File: config.mk
export PLATFORM = sky130hd
export DESIGN_NAME = cnt_capture_fifo
export DESIGN_NICKNAME = d
export VERILOG_FILES = /design/src/rtl/cnt_capture_fifo.sv
export SDC_FILE = /design/constraint.sdc
export NUM_CORES = 1
export LEC_CHECK = 0
export ABC_AREA = 0
export CAP_MARGIN = 40
export CORE_AREA = 10 10 56 80
export CTS_BUF_LIST = sky130_fd_sc_hd__clkbuf_2 sky130_fd_sc_hd__clkbuf_4 sky130_fd_sc_hd__clkbuf_8
export DETAILED_ROUTE_END_ITERATION = 12
export DIE_AREA = 0 0 66 90
export PLACE_DENSITY = 0.83
export RECOVER_POWER = 25
export SLEW_MARGIN = 25
export SYNTH_ARGS = -nofsm -noshare
export SYNTH_HDL_FRONTEND = slang
export SYNTH_SLANG_ARGS = --single-unit
File: constraint.sdc
create_clock -name clk -period 3 [get_ports clk]
set_input_delay 0.6 -clock clk [delete_from_list [all_inputs] [get_ports clk]]
set_output_delay 0.6 -clock clk [all_outputs]
set_load 0.01 [all_outputs]
File: src/rtl/cnt_capture_fifo.sv
// Snapshots cnt into a first-word-fall-through FIFO on each rising edge of trig; flags captures lost to a full FIFO.
// Optional CAP_DROP_CNT_EN adds a saturating 8-bit drop_cnt output next to the sticky ovf flag.
module cnt_capture_fifo #(
    parameter int WIDTH = 8,
    parameter int DEPTH = 4,
    parameter int AW    = 2
) (
    input  logic             clk,
    input  logic             rst,
    input  logic [WIDTH-1:0] cnt,
    input  logic             trig,
    output logic             out_valid,
    input  logic             out_ready,
    output logic [WIDTH-1:0] out_data,
    output logic [AW:0]      level,
    output logic             ovf,
    input  logic             ovf_clr
`ifdef CAP_DROP_CNT_EN
    ,
    output logic [7:0]       drop_cnt
`endif
);

    localparam logic [AW:0] FULL_LEVEL = (AW+1)'(DEPTH);
    localparam logic [AW:0] ONE_LEVEL  = (AW+1)'(1);
    localparam logic [AW-1:0] ONE_PTR  = AW'(1);

    logic [WIDTH-1:0] mem [DEPTH];
    logic [AW-1:0]    rd_ptr;
    logic [AW-1:0]    wr_ptr;
    logic             trig_q;
    logic             rise;
    logic             pop;
    logic             full;
    logic             push;
    logic             drop;

    assign rise = trig & ~trig_q;
    assign full = (level == FULL_LEVEL);
    assign pop  = out_valid & out_ready;
    // A same-cycle pop frees the slot, so a full FIFO still accepts the capture.
    assign push = rise & (~full | pop);
    assign drop = rise & full & ~pop;

    assign out_valid = (level != '0);
    assign out_data  = out_valid ? mem[rd_ptr] : '0;

    always_ff @(posedge clk or posedge rst) begin
        if (rst) begin
            trig_q <= 1'b1;
            rd_ptr <= '0;
            wr_ptr <= '0;
            level  <= '0;
            ovf    <= 1'b0;
        end else begin
            trig_q <= trig;
            if (push) begin
                wr_ptr <= wr_ptr + ONE_PTR;
            end
            if (pop) begin
                rd_ptr <= rd_ptr + ONE_PTR;
            end
            if (push && !pop) begin
                level <= level + ONE_LEVEL;
            end else if (pop && !push) begin
                level <= level - ONE_LEVEL;
            end
            if (drop) begin
                ovf <= 1'b1;
            end else if (ovf_clr) begin
                ovf <= 1'b0;
            end
        end
    end

    // Storage needs no reset; entries are only visible through level/out_valid.
    always_ff @(posedge clk) begin
        if (push) begin
            mem[wr_ptr] <= cnt;
        end
    end

`ifdef CAP_DROP_CNT_EN
    always_ff @(posedge clk or posedge rst) begin
        if (rst) begin
            drop_cnt <= 8'd0;
        end else if (ovf_clr) begin
            drop_cnt <= drop ? 8'd1 : 8'd0;
        end else if (drop && drop_cnt != 8'hFF) begin
            drop_cnt <= drop_cnt + 8'd1;
        end
    end
`endif

endmodule

==> metrics.csv <==
metric,value,unit
grt ovf,0,
Syn Inst Count,91,
htree depth,2,
Seq. cell area,0.001187,sq mm
antenna fix cells,0,
footprint of the multi-input gates,500.5,sq um
DRT Pass-1 Iters,4,
Power Total,1.874,mW
top cell type's share of synthesized area,0.5541,
hold crit path type,flop to flop,
Starting Density,0.5600,
final RePlAce weighted congestion,0.6836,
Slew Limit Fails,0,
Post-synth EDFFs,32,
Fillers,210,
IO Port Bufs,25,
HPWL Detailed,2.115,mm
leak pwr,0.7479,nW
DRT iter0 DRCs,22,
critical path's top delay family,flip-flops,
synthesized area,0.001734,sq mm
Final TNS setup,0,ps
Vias,848,
clock skew,4.799,ps
Critical Path AT,2200,ps
switching power share of the total,0.3005,
share of post-route cells with drive strength above 1,0.2213,
full die area,0.005940,sq mm
Crit path buffers/inverters,1,
PwrDens,891.9,mW/mm^2
clock root buffer,clkbuf_8,
cell taking the most area after synthesis,edfxtp_1,
IO Pins,26,
maximum fanout along the worst path,9,
syn avg cell area,19.06,sq um
WL final,2.889,mm
Reg power frac,0.449,
CP endpoint kind,primary output,
Startpoint Class,flop,
Synth async-reset ratio,0.2195,
register bit total from synthesis,41,
warnings from Yosys,0,
die height,90,um
Synth Flop Type,edfxtp_1,
kind of critical path,flop to primary output,
Core Region,0.003097,sq mm
drt wl/cell,17.83,um
Die W,66,um
"Seq/Total Area, Yosys",0.6847,
CP max stage delay,700,ps
drt via density,5.235,
Final Cycle Share,0.9320,
post-route minimum period,2796,ps
P_int,1.311,mW
Netlist cell types,23,
CTS hold repair buffers,0,
CP Data Required Time,2400,ps
largest net degree at the start of global routing,14,
first-pass GRT wire length,4.588,mm
Clock power frac,0.184,
Worst IR Drop VDD,0.0006747,V
max-cap viol count,0,
DRC errors left,0,
Logic pwr share,0.366,
crit path cell chain,mux4_2 -> and2_1 -> clkdlybuf4s50_1,
Slew HR,0.6316,
Clock Path Buffers,2,
Resized Gates After CTS,0,
GRT Util Overall,0.1049,
Hold Fails Final Rpt,0,
Clock transition at path regs,80,ps
FP Rows,25,
slew of the pin with the lowest slew margin,552.6,ps
P_sw,0.5630,mW
CTS buffer count,5,
P&R area growth vs syn,21.14,%
vias in the first global route,948,
clock latency at the later pin of the worst-skew pair,290,ps
Fmax achieved,0.3577,GHz
Final nets,140,
syn_nets,110,
CTS Sinks,41,
Post-CTS Setup Repair Bufs,0,
CP max-delay cell,dfrtp_1,
Area contributors post-synth,"edfxtp_1 55%, dfrtp_1 12%, mux4_2 10%",
RSZ-0062 raised after global routing,false,
initial antenna violation count,0,
CTS tree,done,
# setup viols final,0,
status,"complete, no violations",
"antenna viol nets, final",0,
cell families after synthesis:
kind of cell / Yosys count / share of synthesized area
AOI/OAI and AO/OA: 1 / 0.002883
adders and majority gates: 6 / 0.04762
buffers and inverters: 8 / 0.02669
DFF: 41 / 0.6847
xor gates and xnor gates: 6 / 0.03030
and+or+nand+nor: 19 / 0.08874
muxes: 10 / 0.1190
final timing paths:
check / from / depth (start not counted) / endpoint / slack, ps
min: level[2] / 1 / level[2] / 560
max reg2reg: level[0] / 8 / level[2] / 800
min reg2reg: level[2] / 1 / level[2] / 560
max: rd_ptr[0] / 3 / out_data[3] / 200
min in group asynchronous: rst / 2 / ovf / 710
max in group asynchronous: rst / 2 / trig_q / 1980
placed cells by master (no fill, tap or decap), types with 2 or more instances in the layout:
cell,count
clkdlybuf4s50_1,19
ha_1,5
inv_1,5
edfxtp_1,32
dfrtp_1,8
xor2_1,2
xnor2_1,4
and2_2,4
dlygate4sd3_1,6
mux4_2,8
clkinv_2,2
clkbuf_8,5
and2_1,8
power by group through the flow:
| stage | Sequential [mW] | Combinational (mW) | Clock, mW |
|---|---|---|---|
| finish | 0.842 | 0.686 | 0.345 |
| global route | 0.865 | 0.749 | 0.367 |
| CTS | 0.848 | 0.704 | 0.352 |
| detailed placement | 0.858 | 0.704 | 0 |
| global placement | 0.852 | 0.680 | 0 |
| floorplan | 0.793 | 0.462 | 0 |
cell usage after synthesis, types with 2 or more instances:
library cell  number
inv_1              5
xor2_1             2
mux4_2             8
xnor2_1            4
and2_1             8
dfrtp_1            8
ha_1               5
edfxtp_1          32
buf_6              2
and2_2             4
layer usage:
metal	wire (um)	track usage	vias up
met5	0	0	-
met4	80	0.06842	0
met3	197	0.04348	6
met2	1560	0.1796	22
met1	1051	0.09620	423
li1	-	-	397
cell type report:
type,instances,share of cell area
multi-input combinational,42,0.2382
sequential,41,0.5652
inverter,5,0.008934
timing repair buffer,26,0.1227
tap,40,0.02382
clock buffer,5,0.03276
clock inverter,3,0.008338
sequential cells by signal, summed over array words and instances (netlist names):
name    flops
rd_ptr      2
wr_ptr      2
trig_q      1
ovf         1
level       3
mem        32
metrics by stage:
stage | util | instance area [sq um] | setup WS (ps) | hold WS, ps | instances
floorplan | - | 1734 | 936.2 | 427.2 | 91
global placement | 0.6505 | 2014 | 336.1 | 527.4 | 154
detailed placement | 0.6505 | 2014 | 230.6 | 542.5 | 154
CTS | 0.6784 | 2101 | 140.5 | 555.8 | 162
global route | 0.6784 | 2101 | 31.15 | 576.4 | 162
finish | 0.6784 | 2101 | 204.1 | 559.0 | 162
Note: power is estimated with default switching activity, not from simulation.
